$ cat config.mk
export PLATFORM = sky130hd
export DESIGN_NAME = pipeline_hazard_ctrl
export DESIGN_NICKNAME = d
export VERILOG_FILES = /design/src/rtl/pipeline_pkg.sv /design/src/rtl/pipeline_hazard_ctrl_fwd_select.sv /design/src/rtl/pipeline_hazard_ctrl.sv
export SDC_FILE = /design/constraint.sdc
export NUM_CORES = 1
export LEC_CHECK = 0
export CAP_MARGIN = 20
export CORE_UTILIZATION = 49
export CTS_CLUSTER_DIAMETER = 120
export DETAILED_ROUTE_END_ITERATION = 8
export PLACE_DENSITY = 0.84
export SKIP_LAST_GASP = 1
export SLEW_MARGIN = 25
export SYNTH_ARGS = -nofsm -noshare
export SYNTH_HDL_FRONTEND = slang
export SYNTH_SLANG_ARGS = --single-unit
$ cat constraint.sdc
create_clock -name clk -period 4.2 [get_ports clk]
set_input_delay 0.84 -clock clk [delete_from_list [all_inputs] [get_ports clk]]
set_output_delay 0.84 -clock clk [all_outputs]
set_load 0.02 [all_outputs]
$ cat src/rtl/pipeline_pkg.sv
// Shared types and constants for the MIPS pipeline hazard scheduler.
// Forward-select codes, the scheduler state enum and the shadow stage tag live here.
package pipeline_pkg;

  // Shadow tags are sized for the 6-bit register space (bit 5 = HI/LO/CP0 extension).
  localparam int TAG_REG_W = 6;

  localparam logic [1:0] FWD_REGFILE = 2'b00;
  localparam logic [1:0] FWD_MEM_ALU = 2'b01;
  localparam logic [1:0] FWD_WB_ALU  = 2'b10;
  localparam logic [1:0] FWD_WB_LOAD = 2'b11;

  typedef enum logic [1:0] {
    RUN      = 2'd0,
    LU_STALL = 2'd1,
    FLUSH    = 2'd2
  } hz_state_t;

  typedef struct packed {
    logic                 valid;
    logic [TAG_REG_W-1:0] wr_reg;
    logic                 is_load;
  } stage_tag_t;

endpackage

$ cat src/rtl/pipeline_hazard_ctrl_fwd_select.sv
// Combinational tag compare for one ID source operand: the EX-stage forward
// select it will need next cycle, and whether it collides with a load in EX.
module fwd_select
  import pipeline_pkg::*;
#(
  parameter int               REG_W    = TAG_REG_W,
  parameter logic [REG_W-1:0] ZERO_REG = '0
) (
  input  logic             id_valid,
  input  logic             src_used,
  input  logic [REG_W-1:0] src,
  input  logic             ex_valid,
  input  logic [REG_W-1:0] ex_reg,
  input  logic             ex_load,
  input  logic             mem_valid,
  input  logic [REG_W-1:0] mem_reg,
  input  logic             mem_load,
  output logic [1:0]       sel,
  output logic             lu_hit
);

  logic live;
  logic ex_hit;
  logic mem_hit;

  assign live    = src_used && (src != ZERO_REG);
  assign ex_hit  = live && ex_valid && (ex_reg == src);
  assign mem_hit = live && mem_valid && (mem_reg == src);
  assign lu_hit  = id_valid && ex_hit && ex_load;

  // EX producer is checked first so the youngest value wins; a WB producer
  // needs nothing because the register file is write-first.
  always_comb begin
    sel = FWD_REGFILE;
    if (ex_hit && !ex_load) begin
      sel = FWD_MEM_ALU;
    end else if (mem_hit) begin
      sel = mem_load ? FWD_WB_LOAD : FWD_WB_ALU;
    end
  end

endmodule

$ cat src/rtl/pipeline_hazard_ctrl.sv
// Central hazard scheduler for the 5-stage pipeline: shadow EX/MEM/WB tags,
// registered forward selects, load-use bubbles, branch flush and memory-wait freeze.
// Optional build macro HAZARD_PERF_EN adds saturating event counters and their ports.
module pipeline_hazard_ctrl
  import pipeline_pkg::*;
#(
  parameter int               REG_W    = TAG_REG_W,
  parameter logic [REG_W-1:0] ZERO_REG = '0
) (
  input  logic             clk,
  input  logic             rst,
  input  logic             id_valid,
  input  logic [REG_W-1:0] id_rs,
  input  logic [REG_W-1:0] id_rt,
  input  logic             id_rs_used,
  input  logic             id_rt_used,
  input  logic             id_wr_en,
  input  logic [REG_W-1:0] id_wr_reg,
  input  logic             id_is_load,
  input  logic             ex_branch_taken,
  input  logic             mem_wait,
  output logic             stall_if,
  output logic             stall_id,
  output logic             bubble_ex,
  output logic             flush_id,
  output logic [1:0]       fwd_sel_a,
  output logic [1:0]       fwd_sel_b,
  output logic [1:0]       dbg_state,
  output logic [2:0]       dbg_shadow_valid,
  output logic [REG_W+1:0] dbg_wb_tag
`ifdef HAZARD_PERF_EN
  ,
  output logic [31:0]      perf_lu_stall,
  output logic [31:0]      perf_flush,
  output logic [31:0]      perf_wait
`endif
);

  stage_tag_t ex_t, mem_t, wb_t;
  hz_state_t  state, state_nxt;
  logic [1:0] sel_a, sel_b;
  logic       lu_a, lu_b, load_use;

  fwd_select #(.REG_W(REG_W), .ZERO_REG(ZERO_REG)) u_fwd_a (
    .id_valid (id_valid),
    .src_used (id_rs_used),
    .src      (id_rs),
    .ex_valid (ex_t.valid),
    .ex_reg   (ex_t.wr_reg),
    .ex_load  (ex_t.is_load),
    .mem_valid(mem_t.valid),
    .mem_reg  (mem_t.wr_reg),
    .mem_load (mem_t.is_load),
    .sel      (sel_a),
    .lu_hit   (lu_a)
  );

  fwd_select #(.REG_W(REG_W), .ZERO_REG(ZERO_REG)) u_fwd_b (
    .id_valid (id_valid),
    .src_used (id_rt_used),
    .src      (id_rt),
    .ex_valid (ex_t.valid),
    .ex_reg   (ex_t.wr_reg),
    .ex_load  (ex_t.is_load),
    .mem_valid(mem_t.valid),
    .mem_reg  (mem_t.wr_reg),
    .mem_load (mem_t.is_load),
    .sel      (sel_b),
    .lu_hit   (lu_b)
  );

  assign load_use = lu_a || lu_b;

  // Priority: rst > mem_wait > taken branch > load-use. A flush already
  // discards the dependent instruction, so it never also stalls.
  always_comb begin
    stall_if  = 1'b0;
    stall_id  = 1'b0;
    bubble_ex = 1'b0;
    flush_id  = 1'b0;
    state_nxt = RUN;
    if (rst) begin
      state_nxt = RUN;
    end else if (mem_wait) begin
      stall_if  = 1'b1;
      stall_id  = 1'b1;
      state_nxt = state;
    end else if (ex_branch_taken) begin
      flush_id  = 1'b1;
      bubble_ex = 1'b1;
      state_nxt = FLUSH;
    end else if (load_use) begin
      stall_if  = 1'b1;
      stall_id  = 1'b1;
      bubble_ex = 1'b1;
      state_nxt = LU_STALL;
    end
  end

  always_ff @(posedge clk) begin
    if (rst) begin
      ex_t      <= '0;
      mem_t     <= '0;
      wb_t      <= '0;
      fwd_sel_a <= FWD_REGFILE;
      fwd_sel_b <= FWD_REGFILE;
      state     <= RUN;
    end else if (!mem_wait) begin
      wb_t  <= mem_t;
      mem_t <= ex_t;
      state <= state_nxt;
      if (bubble_ex) begin
        ex_t      <= '0;
        fwd_sel_a <= FWD_REGFILE;
        fwd_sel_b <= FWD_REGFILE;
      end else begin
        ex_t      <= '{valid: id_valid && id_wr_en, wr_reg: id_wr_reg, is_load: id_is_load};
        fwd_sel_a <= sel_a;
        fwd_sel_b <= sel_b;
      end
    end
  end

  assign dbg_state        = state;
  assign dbg_shadow_valid = {wb_t.valid, mem_t.valid, ex_t.valid};
  assign dbg_wb_tag       = wb_t;

`ifdef HAZARD_PERF_EN
  logic [31:0] lu_stall_cnt, flush_cnt, wait_cnt;
  logic        lu_ev, flush_ev;

  assign lu_ev    = !mem_wait && !ex_branch_taken && load_use;
  assign flush_ev = !mem_wait && ex_branch_taken;

  always_ff @(posedge clk) begin
    if (rst) begin
      lu_stall_cnt <= '0;
      flush_cnt    <= '0;
      wait_cnt     <= '0;
    end else begin
      if (lu_ev && (lu_stall_cnt != '1)) lu_stall_cnt <= lu_stall_cnt + 32'd1;
      if (flush_ev && (flush_cnt != '1)) flush_cnt <= flush_cnt + 32'd1;
      if (mem_wait && (wait_cnt != '1)) wait_cnt <= wait_cnt + 32'd1;
    end
  end

  assign perf_lu_stall = lu_stall_cnt;
  assign perf_flush    = flush_cnt;
  assign perf_wait     = wait_cnt;
`endif

endmodule

-- Yosys cells after proc, flatten, opt, wreduce, memory -nomap -nowiden
Cells that the tools add are included.
- reduce and logical (&&, ||, !) cells: 21
- eq/ne operators: 4
- multiplexer cells: 20
- operators by type and width (cell ; number):
    $eq 6x6->1 ; 4
    $logic_and 1x1->1 ; 17
    $mux 2 ; 7
    $mux 1 ; 12
    $reduce_bool 6->1 ; 2
    $mux 8 ; 1
    $logic_not 1->1 ; 1
    $logic_or 1x1->1 ; 1
- input port bits: 27
- logic and storage cells: 57
- flip-flop bits (word level): 30
- output and inout bits: 21

-- Logic depth before layout (Yosys ltp)
- word-level depth: 12
- mapped depth: 6
- depth with buffers taken out: 5

-- By module
Synthesis repeated with hierarchy kept, for this count alone.
- cells, all modules: 163
- area total of the unflattened synthesis: 1671.6 µm²
- by module, submodules not included (module ; instances ; seq. area each (µm²) ; area each (µm²) ; cells each):
    pipeline_hazard_ctrl ; 1 ; 600.6 ; 1241.2 ; 111
    fwd_select ; 2 ; 0.0 ; 215.2 ; 26

-- Worst setup path before layout
Ideal clock, no wire load.
- kind: input to output
- from: input port id_rt[0]
- to: output port stall_if
- path slack: 1.033 ns
- data required time: 3.360 ns
- buffers on the path: 1
- stages: 6
- data arrival time: 2.327 ns
- cell sequence: or4_1 o31ai_2 nor3_1 nor2_1 o21bai_1 buf_4
- longest elaborated chain between the ends: 11
- elaborated cells on any way between the ends: 12
- classes of those cells: 1 x eq/ne; 4 x mux; 7 x reduce/logical
- ends and longest elaborated chain (item ; RTL line ; RTL):
    start, declared ; pipeline_hazard_ctrl.sv:14 ; input logic [REG_W-1:0] id_rt,
    $reduce_bool 6->1 ; pipeline_hazard_ctrl_fwd_select.sv:26 ; assign live = src_used && (src != ZERO_REG);
    $logic_and 1x1->1 ; pipeline_hazard_ctrl_fwd_select.sv:26 ;
    $logic_and 1x1->1 ; pipeline_hazard_ctrl_fwd_select.sv:27 ; assign ex_hit = live && ex_valid && (ex_reg == src);
    $logic_and 1x1->1 * ; pipeline_hazard_ctrl_fwd_select.sv:27 ;
    $logic_and 1x1->1 * (2 in series) ; pipeline_hazard_ctrl_fwd_select.sv:29 ; assign lu_hit = id_valid && ex_hit && ex_load;
    $logic_or 1x1->1 * ; pipeline_hazard_ctrl.sv:72 ; assign load_use = lu_a || lu_b;
    $mux 1 * (4 in series) ; - ;
    end, declared ; pipeline_hazard_ctrl.sv:22 ; output logic stall_if,
Mark *: on every way between the ends. The rest lies on a longest branch, timed or not.

-- Final worst setup path
- from: input port id_rs[1]
- to: output port stall_if
- longest elaborated chain between the ends: 11
- elaborated cells on any way between the ends: 12
- classes of those cells: 1 x eq/ne; 4 x mux; 7 x reduce/logical
- ends and longest elaborated chain (item ; RTL line ; RTL):
    start, declared ; pipeline_hazard_ctrl.sv:13 ; input logic [REG_W-1:0] id_rs,
    $reduce_bool 6->1 ; pipeline_hazard_ctrl_fwd_select.sv:26 ;
    $logic_and 1x1->1 ; pipeline_hazard_ctrl_fwd_select.sv:26 ;
    $logic_and 1x1->1 ; pipeline_hazard_ctrl_fwd_select.sv:27 ;
    $logic_and 1x1->1 * ; pipeline_hazard_ctrl_fwd_select.sv:27 ;
    $logic_and 1x1->1 * (2 in series) ; pipeline_hazard_ctrl_fwd_select.sv:29 ;
    $logic_or 1x1->1 * ; pipeline_hazard_ctrl.sv:72 ;
    $mux 1 * ; pipeline_hazard_ctrl.sv:92 ; end else if (load_use) begin
    $mux 1 * ; pipeline_hazard_ctrl.sv:88 ; end else if (ex_branch_taken) begin
    $mux 1 * ; pipeline_hazard_ctrl.sv:84 ; end else if (mem_wait) begin
    $mux 1 * ; pipeline_hazard_ctrl.sv:82 ; if (rst) begin
Marks and branches as above.

==> summary.md <==
| Metric | Value |
|---|---|
| IO buf count | 47 |
| Critical path, cell by cell | clkdlybuf4s50_1 > or4_4 > o31ai_4 > nor3_1 > nor2_1 > o21bai_1 > clkdlybuf4s50_1 |
| Critical Path Max Stage Delay | 600 ps |
| Seq cells post-synth | 30 |
| Top Layer Used | met4 |
| Leak | 0.713 nW |
| Fin. max-slew vios | 0 |
| Setup TNS | 0 ps |
| Met3 Wirelength | 225 um |
| Maximum root-to-sink buffer count | 2 |
| Clk sinks | 30 |
| Internal power | 0.424 mW |
| Most numerous cell in the Yosys netlist | dfxtp_1 |
| Num rows | 19 |
| Cells on worst reg2reg path | 5 |
| Mapped Area | 0.00153 sq mm |
| Hold depth | 2 |
| Clock latency on the worst-skew pair | 330 ps |
| Reg power frac | 0.513 |
| Yosys cell types | 30 |
| Layout cell share with drive strength beyond 1 | 0.0896 |
| Worst clock skew | 6.92 ps |
| Clock Power Share | 0.317 |
| Initial Util | 0.536 |
| Switching Share | 0.267 |
| Area of the die | 0.00335 sq mm |
| Final core utilization | 0.732 |
| Ports | 48 |
| Max Freq | 247 MHz |
| Psw | 0.155 mW |
| Most common cell on crit path | clkdlybuf4s50_1 |
| CTS tree | yes |
| Max-cap violations | 0 |
| Combinational share of power | 0.169 |
| 1st-iter DRT viols | 53 |
| Die outline width | 57.9 um |
| Cts hold-fix bufs | 0 |
| WL per Instance | 15.7 um |
| Top-area cell type share of the netlist area | 0.393 |
| Highest ir drop seen on vdd | 0.227 mV |
| Mapped Cells | 163 |
| Slew HR | 0.709 |
| Type of the most critical hold path | reg2reg |
| Clk root buf | clkbuf_4 |
| CP max-delay cell | or4_4 |
| Finished Layout Cells | 243 |
| Synth top cells by count | dfxtp_1 (30), xnor2_1 (24), nor2_1 (21) |
| Worst Path Arrival | 3210 ps |
| Slew @ Worst Pin | 434 ps |
| Top post-synthesis cells by area | dfxtp_1 (39%), xnor2_1 (14%), mux2i_1 (9.8%) |
| Largest net degree at the start of global routing | 31 |
| Die height | 57.9 um |
| First-pass GRT wire length | 6170 um |
| Crit path kind | in2out |
| Gr ovfl total | 0 |
| Power Dens Cells | 277 mW/mm^2 |
| Post-Place Cells | 235 |
| Fin crit share | 0.965 |
| Post-CTS Setup Inserts | 0 |
| Syn nets | 190 |
| Status | finished, violations left |
| Yosys warns | 0 |
| DR pass1 iterations | 6 |
| Final Hold Viols | 0 |
| Met2 wire length | 1970 um |
| WP data required | 3360 ps |
| Clock buffer count from CTS | 5 |
| Initial antenna violation count | 0 |
| Global placement routability congestion | 0.886 |
| Final min period | 4050 ps |
| Sequential share of the synthesized area | 0.393 |
| Avg Inst Size Synth | 9.38 sq um |
| Layout area overhead | 36.6% |
| Total GRT Usage | 0.247 |
| Core area | 0.00285 sq mm |
| Setup Viol. Count Final | 0 |
| Final #Nets | 238 |
| H-tree depth | 2 |
| RSZ-0062 raised after global routing | no |
| Violated checks | DRC |
| Critical Path Source Type | input pin |
| WL met1 | 1520 um |
| Nature of the critical path endpoint | primary output |
| Critical Path Fanout Max | 4 |
| Total number of vias | 1406 |
| Antenna-violating nets left | 0 |
| Vias per cell | 5.79 |
| Remaining DRCs | 1 |
| Reg clk slew, reported paths | 90 ps |
| # diodes | 0 |
| Final HPWL DP | 2930 um |
| Asr flop ratio synth | 0 |
| Synth area leader | dfxtp_1 |
| Routed Wire Length | 3820 um |
| Number of global-route vias before repair | 1339 |
| Most frequently used flop master after synthesis | dfxtp_1 |
| Post-synth EDFFs | 0 |
-- sequential cells by signal (all words and copies together) (netlist names) --
signal and count:
fwd_sel_a 2, fwd_sel_b 2, ex_t 7, mem_t 7, dbg_state 2, dbg_wb_tag 7
dbg_shadow_valid 3
-- path summary, 6_finish.rpt --
kind,start,end,slack [ps]
max reg2reg,ex_t[5],ex_t[0],2430
max,id_rs[1],stall_if,150
min,dbg_state[0],dbg_state[0],460
min reg2reg,dbg_state[0],dbg_state[0],460
-- placed cells by master, fill, tap and decap left out, types with 3 or more instances in the layout --
master            n
nand2_1           7
o21ai_0           3
nor2b_1           9
nor3_1            5
a32o_1            7
mux2i_1          15
dfxtp_1          30
buf_4             4
nand3_1           6
nor2_1           21
clkbuf_4          5
xnor2_1          24
clkdlybuf4s50_1  47
nand4_1           4
-- power by group through the flow --
stage                     registers [mW]  clock network (mW)  logic [mW]
after CTS                          0.297               0.187      0.0967
after global placement             0.303                   0      0.0935
after detailed placement           0.304                   0      0.0963
final                              0.297               0.184      0.0981
after global routing               0.298               0.200       0.105
after floorplan                    0.303                   0      0.0489
-- metrics by stage --
step	cell area (sq um)	setup WS [ps]	hold WS (ps)	total power, mW
final	2090	147	464	0.579
after global routing	2090	9.13	490	0.603
after CTS	2080	134	469	0.581
after detailed placement	2020	133	448	0.400
after floorplan	1530	1030	480	0.352
after global placement	2020	216	434	0.397
-- what timing repair did --
action	in CTS	in global routing
endpoints found under the setup margin	0	2
endpoints found under the hold margin	0	0
gates resized for setup	0	1
-- routing by layer --
| metal | global-route usage | vias up |
|---|---|---|
| met5 | 0 | - |
| met4 | 0.139 | 0 |
| met3 | 0.0513 | 11 |
| met2 | 0.429 | 61 |
| met1 | 0.280 | 663 |
| li1 | - | 671 |
-- kinds of logic after synthesis --
group / count (synthesis) / share of synthesized area
AND/OR/NAND/NOR: 61 / 0.203
XOR/XNOR: 24 / 0.137
flip-flops: 30 / 0.393
buffers and inverters: 10 / 0.0344
AO/OA/AOI/OAI: 23 / 0.134
multiplexers: 15 / 0.0982
-- critical path: cells and delay by family --
kind | cells | cell delay [ps]
simple gates | 3 | 950
buf+inv | 2 | 1050
compound gates | 2 | 380
-- cell type report --
| class | instances | area (sq um) |
|---|---|---|
| clock buffers | 6 | 51.3 |
| multi-input cells | 123 | 885 |
| repair buffers | 51 | 500 |
| well taps | 31 | 38.8 |
| flip-flops and latches | 30 | 601 |
| fillers | 223 | 764 |
| clock inverters | 2 | 12.5 |
(Power assumes the default switching activity.)
